--- config.mk ---
export PLATFORM = sky130hd
export DESIGN_NAME = dac_sample_scheduler
export DESIGN_NICKNAME = d
export VERILOG_FILES = /design/src/rtl/dac_sample_scheduler.sv
export SDC_FILE = /design/constraint.sdc
export NUM_CORES = 1
export LEC_CHECK = 0
export BUFFER_PORTS_ARGS = -buffer_cell sky130_fd_sc_hd__buf_2
export CORE_MARGIN = 2
export CORE_UTILIZATION = 53
export DETAILED_ROUTE_END_ITERATION = 10
export PLACE_DENSITY = 0.79
export SETUP_SLACK_MARGIN = 0.05
export SYNTH_ARGS = -nofsm -noshare
export SYNTH_HDL_FRONTEND = slang
export SYNTH_SLANG_ARGS = --single-unit
--- constraint.sdc ---
create_clock -name clk -period 2.4 [get_ports clk]
set_input_delay 0.48 -clock clk [delete_from_list [all_inputs] [get_ports clk]]
set_output_delay 0.48 -clock clk [all_outputs]
set_load 0.01 [all_outputs]
--- src/rtl/dac_sample_scheduler.sv ---
// Paces two sample sources into the dual-channel DAC driver: one holding register per
// channel, frame-aligned output updates every FRAME_LEN*(rate_div+1) clocks, sticky underrun flags.
module dac_sample_scheduler #(
    parameter int         FRAME_LEN = 24,
    parameter logic [7:0] MIDSCALE  = 8'h80
) (
    input  logic       clk,
    input  logic       nrst,
    input  logic       enable,
    input  logic [7:0] rate_div,
    input  logic [7:0] ch1_data,
    input  logic       ch1_valid,
    output logic       ch1_ready,
    input  logic [7:0] ch2_data,
    input  logic       ch2_valid,
    output logic       ch2_ready,
    input  logic       clr_flags,
    output logic [7:0] data_1,
    output logic [7:0] data_2,
    output logic       frame_tick,
    output logic       sample_tick,
    output logic       underrun_1,
    output logic       underrun_2,
    output logic       busy
);
    localparam int CW = $clog2(FRAME_LEN);

    typedef enum logic [1:0] {IDLE = 2'd0, ARM = 2'd1, RUN = 2'd2} state_t;

    state_t          state_q, state_d;
    logic [CW-1:0]   frame_cnt_q, frame_cnt_d;
    logic [7:0]      div_cnt_q, div_cnt_d;
    logic [7:0]      rate_lat_q, rate_lat_d;
    logic [7:0]      hold_1_q, hold_1_d, hold_2_q, hold_2_d;
    logic            full_1_q, full_1_d, full_2_q, full_2_d;
    logic [7:0]      data_1_q, data_1_d, data_2_q, data_2_d;
    logic            ready_1_q, ready_1_d, ready_2_q, ready_2_d;
    logic            frame_tick_q, frame_tick_d, sample_tick_q, sample_tick_d;
    logic            underrun_1_q, underrun_1_d, underrun_2_q, underrun_2_d;
    logic            busy_q, busy_d;

    logic            xfer_1_s, xfer_2_s, boundary_s, load_s, urun_1_s, urun_2_s;

    // Next-state, counters, holding registers and output updates.
    always_comb begin
        state_d       = state_q;
        frame_cnt_d   = frame_cnt_q;
        div_cnt_d     = div_cnt_q;
        rate_lat_d    = rate_lat_q;
        hold_1_d      = hold_1_q;
        hold_2_d      = hold_2_q;
        full_1_d      = full_1_q;
        full_2_d      = full_2_q;
        data_1_d      = data_1_q;
        data_2_d      = data_2_q;
        frame_tick_d  = 1'b0;
        sample_tick_d = 1'b0;
        load_s        = 1'b0;
        urun_1_s      = 1'b0;
        urun_2_s      = 1'b0;
        xfer_1_s      = ch1_valid && ready_1_q;
        xfer_2_s      = ch2_valid && ready_2_q;
        boundary_s    = (frame_cnt_q == CW'(FRAME_LEN - 1));

        if ((state_q == IDLE) || !enable) begin
            // Disabling discards pending samples; nothing partial reaches the outputs.
            state_d     = ((state_q == IDLE) && enable) ? ARM : IDLE;
            frame_cnt_d = {CW{1'b0}};
            div_cnt_d   = 8'd0;
            full_1_d    = 1'b0;
            full_2_d    = 1'b0;
            data_1_d    = MIDSCALE;
            data_2_d    = MIDSCALE;
        end else begin
            frame_cnt_d = boundary_s ? {CW{1'b0}} : frame_cnt_q + CW'(1);
            if (xfer_1_s) begin
                hold_1_d = ch1_data;
                full_1_d = 1'b1;
            end else begin
                hold_1_d = hold_1_q;
            end
            if (xfer_2_s) begin
                hold_2_d = ch2_data;
                full_2_d = 1'b1;
            end else begin
                hold_2_d = hold_2_q;
            end

            if (boundary_s) begin
                frame_tick_d = 1'b1;
                case (state_q)
                    ARM: begin
                        if ((full_1_q || xfer_1_s) && (full_2_q || xfer_2_s)) begin
                            state_d    = RUN;
                            load_s     = 1'b1;
                            div_cnt_d  = 8'd0;
                            rate_lat_d = rate_div;
                        end else begin
                            state_d    = ARM;
                        end
                    end
                    RUN: begin
                        if (div_cnt_q == rate_lat_q) begin
                            load_s     = 1'b1;
                            div_cnt_d  = 8'd0;
                            rate_lat_d = rate_div;
                        end else begin
                            div_cnt_d  = div_cnt_q + 8'd1;
                        end
                    end
                    default: state_d = IDLE;
                endcase
            end else begin
                frame_tick_d = 1'b0;
            end

            // On an update a held sample wins; an empty channel may be fed straight through.
            if (load_s) begin
                sample_tick_d = 1'b1;
                if (full_1_q) begin
                    data_1_d = hold_1_q;
                    full_1_d = 1'b0;
                end else if (xfer_1_s) begin
                    data_1_d = ch1_data;
                    full_1_d = 1'b0;
                end else begin
                    urun_1_s = 1'b1;
                end
                if (full_2_q) begin
                    data_2_d = hold_2_q;
                    full_2_d = 1'b0;
                end else if (xfer_2_s) begin
                    data_2_d = ch2_data;
                    full_2_d = 1'b0;
                end else begin
                    urun_2_s = 1'b1;
                end
            end else begin
                sample_tick_d = 1'b0;
            end
        end

        underrun_1_d = urun_1_s ? 1'b1 : (clr_flags ? 1'b0 : underrun_1_q);
        underrun_2_d = urun_2_s ? 1'b1 : (clr_flags ? 1'b0 : underrun_2_q);
        busy_d       = (state_d != IDLE);
        ready_1_d    = busy_d && !full_1_d;
        ready_2_d    = busy_d && !full_2_d;
    end

    // State and output registers.
    always_ff @(posedge clk or negedge nrst) begin
        if (!nrst) begin
            state_q       <= IDLE;
            frame_cnt_q   <= {CW{1'b0}};
            div_cnt_q     <= 8'd0;
            rate_lat_q    <= 8'd0;
            hold_1_q      <= 8'd0;
            hold_2_q      <= 8'd0;
            full_1_q      <= 1'b0;
            full_2_q      <= 1'b0;
            data_1_q      <= MIDSCALE;
            data_2_q      <= MIDSCALE;
            ready_1_q     <= 1'b0;
            ready_2_q     <= 1'b0;
            frame_tick_q  <= 1'b0;
            sample_tick_q <= 1'b0;
            underrun_1_q  <= 1'b0;
            underrun_2_q  <= 1'b0;
            busy_q        <= 1'b0;
        end else begin
            state_q       <= state_d;
            frame_cnt_q   <= frame_cnt_d;
            div_cnt_q     <= div_cnt_d;
            rate_lat_q    <= rate_lat_d;
            hold_1_q      <= hold_1_d;
            hold_2_q      <= hold_2_d;
            full_1_q      <= full_1_d;
            full_2_q      <= full_2_d;
            data_1_q      <= data_1_d;
            data_2_q      <= data_2_d;
            ready_1_q     <= ready_1_d;
            ready_2_q     <= ready_2_d;
            frame_tick_q  <= frame_tick_d;
            sample_tick_q <= sample_tick_d;
            underrun_1_q  <= underrun_1_d;
            underrun_2_q  <= underrun_2_d;
            busy_q        <= busy_d;
        end
    end

    assign ch1_ready   = ready_1_q;
    assign ch2_ready   = ready_2_q;
    assign data_1      = data_1_q;
    assign data_2      = data_2_q;
    assign frame_tick  = frame_tick_q;
    assign sample_tick = sample_tick_q;
    assign underrun_1  = underrun_1_q;
    assign underrun_2  = underrun_2_q;
    assign busy        = busy_q;

endmodule

==> reports/qor.json, run 1 <==
{
  "detailed_routing": {
    "drt_iter0_markers": 127,
    "drt_pre_antenna_iters": 4,
    "routedWlPerCell_um": 15.7,
    "number_of_drc_violations_after_detailed_routing": 0,
    "vias": 2238,
    "totalWireLength_um": 6270,
    "ant_nets": 0,
    "detail_route.vias_per_cell": 5.60
  },
  "timing": {
    "post-route-period-util_pct": 88.0,
    "worst_slack_ps": 289,
    "tightest_slew_ps": 740,
    "final_max_slew_viol_count": 0,
    "maximum_clock_frequency_mhz": 474,
    "setup_viol": 0,
    "timing_hold_violations_final": 0,
    "fin_worst_hold_slack_ps": 150,
    "finClkSkew_ps": 7.15,
    "setup_total_neg_slack_ps": 0,
    "post-route-min-period_ps": 2110,
    "timing.max_slew.rel_slack_pct": 50.6,
    "unrepaired_setup_endpoints_after_global_routing": "no"
  },
  "outcome": {
    "outcome": "finished clean"
  },
  "place": {
    "placement.setup.worst_slack_ps": 296,
    "hpwlAfterDp_um": 4460,
    "io_buffers": 52,
    "gp_congestion": 0.815
  },
  "power_and_ir_drop": {
    "total_power_mw": 2.46,
    "vdd_ir_drop_max_mv": 0.328,
    "p_leak_nw": 1.73,
    "power-per-cell-area_nw_per_um2": 659
  },
  "setup_path": {
    "worstSetupStartpoint": "frame_cnt_q[0]",
    "worst-path-max-fanout": 16,
    "critical_path.slowest_cell": "nor2_2",
    "crit_required_ps": 2620,
    "timing.critical_path.cells": "ha_1, and4b_1, nand2_2, nor2_2, and3_2, nor3_2",
    "r2r-start": "frame_cnt_q[0]",
    "critPathKind": "reg -> reg",
    "worst_setup_path_start_kind": "flip-flop",
    "worst_ep_arrival_time_ps": 2330,
    "setup.worst_path.end_class": "flip-flop",
    "crit_path_max_incr_delay_ps": 480
  },
  "clock_network": {
    "post_cts.repair.setup_buffers": 0,
    "clock-root-buffer": "clkbuf_8",
    "cts_buffer_depth": 2,
    "clkSinkCount": 64,
    "cts_tree": "built",
    "cts.hold.buffers_added": 0,
    "clk_transition_reported_paths_ps": 70,
    "post_cts.resized_instances": 0,
    "htreeDepth": 3,
    "cts_inserted_buffers": 9,
    "insertion_delay_ps": 340
  },
  "finish": {
    "final_layout_size_suffix_gt1_share_pct": 42.5,
    "fin_nets": 356,
    "postLayoutCoreUtil_pct": 63.7,
    "antenna_fix_cells": 0,
    "area_overhead_of_the_layout_relative_to_synthesis_pct": 17.6
  },
  "logic_synthesis": {
    "synth_seq_area_share_pct": 50.6,
    "yosys_warnings": 0,
    "post_synth_instance_area_um2": 3170,
    "synth_flop_cell": "dfrtp_1",
    "number_of_distinct_library_cell_variants_in_the_gate_level_netlist_after_synthesis": 50,
    "syn_avg_cell_area_um2": 12.1,
    "synthDominantCellAreaShare_pct": 48.9,
    "yosys-top-cells-count": "62 x dfrtp_1, 24 x mux2_2, 20 x a21oi_1",
    "netlist_top_cells_area": "dfrtp_1 49%, mux2_2 8.5%, mux2i_1 5.1%",
    "ys_async_sr_fraction_pct": 100,
    "synthCells": 262,
    "number_of_enable_flip_flop_cells_after_synthesis": 0,
    "synth.most_common_cell": "dfrtp_1",
    "postSynthRegisterBits": 64,
    "synth_fp_nets": 298,
    "synth_top_area_cell": "dfrtp_1"
  },
  "global_route": {
    "grt_pass1_vias": 2209,
    "grt_usage_pct": 20.8,
    "grt_antenna_before_repair": 0,
    "global_route.overflow_total": 0,
    "grt_start_max_net_pins": 40,
    "grt_pass1_wl_um": 10200
  },
  "floorplanning": {
    "placeableCoreArea_um2": 5850,
    "starting_density_pct": 54.2,
    "fp.dieArea_um2": 6620,
    "dieHeight_um": 81.3,
    "floorplan.io_pins": 53,
    "die_wd_um": 81.3,
    "placement_rows": 28
  },
  "job": {
    "max-cap-violations": 0
  },
  "worst_hold_path": {
    "hold_path_class": "in -> async"
  }
}
-- power breakdown --
group | switching, mW | internal, mW | leakage [nW] | total, mW
Clock | 0.417 | 0.607 | 0.112 | 1.02
Combinational | 0.109 | 0.113 | 0.768 | 0.221
Sequential | 0.0457 | 1.17 | 0.851 | 1.21
-- final timing paths --
kind | end | slack [ps] | cells after the start
max | data_1[4] | 290 | 6
min in group clk | underrun_2 | 360 | 2
min | div_cnt_q[5] | 150 | 1
max in group asynchronous | data_2[7] | 1570 | 2
max reg2reg | data_1[4] | 290 | 6
min reg2reg | frame_cnt_q[0] | 480 | 1
-- state kept, by name, summed over array words and instances (netlist names), 2 cells and up --
name / count
hold_1_q: 8
div_cnt_q: 8
hold_2_q: 8
rate_lat_q: 8
state_q: 2
frame_cnt_q: 5
data_2: 8
data_1: 8
-- metrics by stage --
step	instances	instance area [um^2]
6_report	400	3730
5_1_grt	400	3730
4_1_cts	400	3730
3_5_place_dp	384	3510
3_3_place_gp	384	3510
2_1_floorplan	262	3170
-- cell families (layout without fill, tap and decap cells) --
| logic type | count (synthesis) | after routing | synth area share, % |
|---|---|---|---|
| AO/OA/AOI/OAI | 57 | 57 | 12.7 |
| XOR/XNOR | 12 | 12 | 3.79 |
| adder cells (fa/ha/maj) | 6 | 6 | 2.37 |
| buffers and inverters | 19 | 82 | 3.43 |
| flip-flops | 64 | 64 | 50.6 |
| multiplexers | 40 | 40 | 13.6 |
| AND/OR/NAND/NOR | 64 | 64 | 13.6 |
-- routing by layer --
layer / vias to the layer above / GRT usage [%] / part of all wire (%)
met4: 0 / 10.0 / 1.3
met2: 44 / 36.4 / 53
met3: 7 / 4.11 / 3.6
met1: 1116 / 24.4 / 43
met5: - / 0 / 0
li1: 1071 / - / -
-- worst max-delay path, delay by kind of cell (launching register included) --
kind          cells  cell delay (ps)
simple gates      5             1360
fa+ha+maj         1              250
flops             1              370
-- placed cells by master (no fill, tap or decap), types with 7 or more instances in the layout --
master,Yosys,layout
xnor2_1,8,8
nor3_2,7,7
buf_2,3,52
clkbuf_8,0,10
a21oi_1,20,20
nand2_1,8,8
a211oi_2,7,7
dfrtp_1,62,62
inv_1,7,7
and3_2,9,9
mux2_2,24,24
mux2i_1,16,16
o21ai_0,9,9
-- area by class of cell --
| type | instances | area, um^2 |
|---|---|---|
| Tap cell | 75 | 93.8 |
| Inverter | 7 | 26.3 |
| Fill cell | 465 | 2120 |
| Clock buffer | 10 | 138 |
| Multi-Input combinational cell | 179 | 1460 |
| Clock inverter | 6 | 82.6 |
| Timing Repair Buffer | 59 | 325 |
| Sequential cell | 64 | 1600 |
Power figures use the tool's default switching activity.
==> run 2: changes to the inputs <==
ABC_AREA = 1   (was unset)
==> run 2 against run 1 <==
  * Clock power shrank 8%
  * Critical path type unchanged
  * Utilization shrank 0.31 points
  * Design area grew 0.71%
  * Final cell count grew 29%
  * Worst setup slack gained 150 ps
  * Sequential power is essentially flat
  * Combinational power grew 19%
  * Die area grew 1.8%
  * Clock-buffer cell count grew 3
  * Maximum frequency grew 7.7%
==> reports/qor.json, run 2 <==
{
  "logic_synthesis": {
    "synthAdderAreaFrac": {"value": 2.32, "unit": "%", "change": "was 2.37%"},
    "synth.most_common_cell": {"value": "nand2_1", "change": "was dfrtp_1"},
    "ys_async_sr_fraction": {"value": 100, "unit": "%", "change": "unchanged"},
    "synth-simple-area-share": {"value": 27.3, "unit": "%", "change": "was 13.6%"},
    "post_synthesis_compound_gate_area_fraction": {"value": 11.3, "unit": "%", "change": "was 12.7%"},
    "synth_seq_area_share": {"value": 49.7, "unit": "%", "change": "was 50.6%"},
    "synth_xor_xnor_area_share": {"value": 1.36, "unit": "%", "change": "was 3.79%"},
    "yosys-top-cells-count": {"value": "97 x nand2_1, 62 x dfrtp_1, 44 x inv_1", "change": "was 62 x dfrtp_1, 24 x mux2_2, 20 x a21oi_1"},
    "synth_flop_cell": {"value": "dfrtp_1", "change": "unchanged"},
    "synthDominantCellAreaShare": {"value": 48.0, "unit": "%", "change": "was 48.9%"},
    "yosys_warnings": {"value": 0, "change": "unchanged"},
    "synthMuxAreaShare": {"value": 0, "unit": "%", "change": "was 13.6%"},
    "number_of_distinct_library_cell_variants_in_the_gate_level_netlist_after_synthesis": {"value": 35, "change": "was 50"},
    "number_of_enable_flip_flop_cells_after_synthesis": {"value": 0, "change": "unchanged"},
    "largest_family_of_logic_cells_by_synthesized_area": {"value": "simple AND/OR/NAND/NOR gates", "change": "unchanged"},
    "synth_top_area_cell": {"value": "dfrtp_1", "change": "unchanged"},
    "netlist_top_cells_area": {"value": "dfrtp_1 48%, nand2_1 11%, inv_1 5.1%", "change": "was dfrtp_1 49%, mux2_2 8.5%, mux2i_1 5.1%"},
    "syn_avg_cell_area": {"value": 8.48, "unit": "um^2", "change": "was 12.1 um^2"},
    "synth_fp_nets": {"value": 417, "change": "was 298"},
    "postSynthRegisterBits": {"value": 64, "change": "unchanged"},
    "synthCells": {"value": 381, "change": "was 262"},
    "post_synth_instance_area": {"value": 3230, "unit": "um^2", "change": "was 3170 um^2"}
  },
  "floorplanning": {
    "starting_density": {"value": 54.5, "unit": "%", "change": "was 54.2%"},
    "placement_rows": {"value": 28, "change": "unchanged"},
    "placeableCoreArea": {"value": 5920, "unit": "um^2", "change": "was 5850 um^2"},
    "die_wd": {"value": 82.1, "unit": "um", "change": "was 81.3 um"},
    "dieHeight": {"value": 82.1, "unit": "um", "change": "was 81.3 um"},
    "fp.dieArea": {"value": 6730, "unit": "um^2", "change": "was 6620 um^2"},
    "floorplan.io_pins": {"value": 53, "change": "unchanged"}
  },
  "detailed_routing": {
    "number_of_drc_violations_after_detailed_routing": {"value": 0, "change": "unchanged"},
    "totalWireLength": {"value": 6630, "unit": "um", "change": "was 6270 um"},
    "routedWlPerCell": {"value": 12.8, "unit": "um", "change": "was 15.7 um"},
    "drt_iter0_markers": {"value": 196, "change": "was 127"},
    "drt_pre_antenna_iters": {"value": 5, "change": "was 4"},
    "vias": {"value": 2614, "change": "was 2238"},
    "ant_nets": {"value": 0, "change": "unchanged"},
    "detail_route.vias_per_cell": {"value": 5.06, "change": "was 5.60"}
  },
  "clock_network": {
    "cts_tree": {"value": "built", "change": "unchanged"},
    "insertion_delay": {"value": 340, "unit": "ps", "change": "about the same"},
    "clk_transition_reported_paths": {"value": 70, "unit": "ps", "change": "about the same"},
    "clock-root-buffer": {"value": "clkbuf_8", "change": "unchanged"},
    "post_cts.resized_instances": {"value": 0, "change": "unchanged"},
    "clkSinkCount": {"value": 64, "change": "unchanged"},
    "cts.hold.buffers_added": {"value": 0, "change": "unchanged"},
    "htreeDepth": {"value": 3, "change": "unchanged"},
    "cts_inserted_buffers": {"value": 9, "change": "unchanged"},
    "post_cts.repair.setup_buffers": {"value": 0, "change": "unchanged"},
    "cts_buffer_depth": {"value": 2, "change": "unchanged"}
  },
  "timing": {
    "setup_total_neg_slack": {"value": 0, "unit": "ps", "change": "unchanged"},
    "setup_viol": {"value": 0, "change": "unchanged"},
    "post-route-min-period": {"value": 1960, "unit": "ps", "change": "was 2110 ps"},
    "timing.max_slew.rel_slack": {"value": 60.8, "unit": "%", "change": "was 50.6%"},
    "tightest_slew": {"value": 589, "unit": "ps", "change": "was 740 ps"},
    "finClkSkew": {"value": 9.32, "unit": "ps", "change": "was 7.15 ps"},
    "timing_hold_violations_final": {"value": 0, "change": "unchanged"},
    "post-route-period-util": {"value": 81.7, "unit": "%", "change": "was 88.0%"},
    "unrepaired_setup_endpoints_after_global_routing": {"value": "no", "change": "unchanged"},
    "maximum_clock_frequency": {"value": 510, "unit": "MHz", "change": "was 474 MHz"},
    "final_max_slew_viol_count": {"value": 0, "change": "unchanged"},
    "fin_worst_hold_slack": {"value": 137, "unit": "ps", "change": "was 150 ps"}
  },
  "setup_path": {
    "worst-path-max-fanout": {"value": 21, "change": "was 16"},
    "worstPathBufferInverterCount": {"value": 2, "change": "was 0"},
    "timing.critical_path.cells": {"value": "inv_1, ha_1, or2_4, nor2_8, o211ai_4, inv_4, nand2_2, nor2_1, a21oi_2", "change": "was ha_1, and4b_1, nand2_2, nor2_2, and3_2, nor3_2"},
    "crit_required": {"value": 2620, "unit": "ps", "change": "about the same"},
    "setup.worst_path.end_class": {"value": "flip-flop", "change": "unchanged"},
    "crit_path_max_incr_delay": {"value": 370, "unit": "ps", "change": "was 480 ps"},
    "worst_ep_arrival_time": {"value": 2180, "unit": "ps", "change": "was 2330 ps"},
    "path_delay_family": {"value": "simple AND/OR/NAND/NOR gates", "change": "unchanged"},
    "worst_setup_path_start_kind": {"value": "flip-flop", "change": "unchanged"},
    "critPathKind": {"value": "reg -> reg", "change": "unchanged"},
    "critical_path.slowest_cell": {"value": "dfrtp_1", "change": "was nor2_2"}
  },
  "global_route": {
    "global_route.peak_usage_layer": {"value": "met2", "change": "unchanged"},
    "grt_start_max_net_pins": {"value": 41, "change": "was 40"},
    "met1_layer_usage_reported_by_global_route": {"value": 27.5, "unit": "%", "change": "was 24.4%"},
    "globalRouteMet3Util": {"value": 6.59, "unit": "%", "change": "was 4.11%"},
    "grt_antenna_before_repair": {"value": 1, "change": "was 0"},
    "global_route.overflow_total": {"value": 0, "change": "unchanged"},
    "use_met2": {"value": 35.9, "unit": "%", "change": "was 36.4%"},
    "grt_pass1_wl": {"value": 11100, "unit": "um", "change": "was 10200 um"},
    "grt_usage": {"value": 21.7, "unit": "%", "change": "was 20.8%"},
    "grt_pass1_vias": {"value": 2500, "change": "was 2209"}
  },
  "finish": {
    "postLayoutCoreUtil": {"value": 63.4, "unit": "%", "change": "was 63.7%"},
    "final_layout_size_suffix_gt1_share": {"value": 25.6, "unit": "%", "change": "was 42.5%"},
    "antenna_fix_cells": {"value": 0, "change": "unchanged"},
    "fillers": {"value": 528, "change": "was 465"},
    "area_overhead_of_the_layout_relative_to_synthesis": {"value": 16.2, "unit": "%", "change": "was 17.6%"},
    "layout.cells.most_common": {"value": "nand2_1", "change": "was dfrtp_1"},
    "most-common-layout-cells": {"value": "97 x nand2_1, 62 x dfrtp_1, 52 x buf_2", "change": "was 62 x dfrtp_1, 52 x buf_2, 24 x mux2_2"},
    "fin_nets": {"value": 473, "change": "was 356"}
  },
  "power_and_ir_drop": {
    "internal-power": {"value": 1.81, "unit": "mW", "change": "was 1.89 mW"},
    "power.switching": {"value": 0.625, "unit": "mW", "change": "was 0.572 mW"},
    "p_leak": {"value": 2.04, "unit": "nW", "change": "was 1.73 nW"},
    "p_clk_share": {"value": 38.8, "unit": "%", "change": "was 41.7%"},
    "pwr-share-comb": {"value": 10.9, "unit": "%", "change": "was 9.0%"},
    "vdd_ir_drop_max": {"value": 0.453, "unit": "mV", "change": "was 0.328 mV"},
    "seq_power_share": {"value": 50.3, "unit": "%", "change": "was 49.3%"},
    "total_power": {"value": 2.43, "unit": "mW", "change": "was 2.46 mW"},
    "swShare": {"value": 25.7, "unit": "%", "change": "was 23.3%"},
    "power-per-cell-area": {"value": 648, "unit": "nW/um^2", "change": "was 659 nW/um^2"}
  },
  "place": {
    "gp_congestion": {"value": 0.816, "change": "was 0.815"},
    "hpwlAfterDp": {"value": 4830, "unit": "um", "change": "was 4460 um"},
    "io_buffers": {"value": 52, "change": "unchanged"}
  },
  "job": {
    "max-cap-violations": {"value": 0, "change": "unchanged"}
  },
  "outcome": {
    "outcome": {"value": "finished clean", "change": "unchanged"}
  },
  "worst_hold_path": {
    "hold_path_class": {"value": "in -> async", "change": "unchanged"}
  }
}
-- run 2: logic make-up after synthesis --
kind of cell               Yosys count
adders and majority gates            6
DFF                                 64
and+or+nand+nor                    186
buffers and inverters               63
xor gates and xnor gates             5
AOI/OAI and AO/OA                   57
-- run 2: metrics by stage --
step                setup WS, ps  std cells  instance area, um^2
floorplan                    742        381                 3230
global route                 247        517                 3750
detailed placement           466        501                 3550
global placement             530        501                 3550
finish                       440        517                 3750
CTS                          448        517                 3750
-- run 2: routing by layer --
| layer | routed length, um | up-vias |
|---|---|---|
| met5 | 7 | - |
| met4 | 91 | 2 |
| met3 | 357 | 12 |
| met2 | 3210 | 57 |
| met1 | 2960 | 1217 |
| li1 | - | 1326 |
-- run 2: layout make-up --
cell class | instances | area (um^2) | share of cell area [%]
well taps | 75 | 93.8 | 2.50
inverters | 54 | 205 | 5.47
flip-flops and latches | 64 | 1600 | 42.7
clock inverters | 3 | 40.0 | 1.07
repair buffers | 54 | 288 | 7.67
multi-input cells | 254 | 1360 | 36.3
clock buffers | 13 | 159 | 4.23
-- run 2: power groups by stage --
stage               Clock, mW  Combinational (mW)  Sequential (mW)
floorplan                   0               0.155             1.24
global placement            0               0.257             1.24
global route             1.00               0.303             1.23
detailed placement          0               0.268             1.24
finish                  0.943               0.264             1.22
CTS                     0.948               0.269             1.22
-- run 2: path summary, 6_finish.rpt --
check	start	cells past startpoint	to	slack, ps
worst max register to register	state_q[0]	9	rate_lat_q[0]	440
min in group clk	clr_flags	2	underrun_2	330
worst max-delay path	state_q[0]	9	rate_lat_q[0]	440
worst min-delay path	nrst	1	state_q[1]	140
worst min register to register	frame_cnt_q[0]	1	frame_cnt_q[0]	460
max in group asynchronous	nrst	2	data_2[7]	1590
-- run 2: worst register-to-register path, cell delays in order (launching register included) --
cell and delay, ps:
dfrtp_1 370, inv_1 90, ha_1 220, or2_4 370, nor2_8 150, o211ai_4 100, inv_4 90, nand2_2 200
nor2_1 210, a21oi_2 50
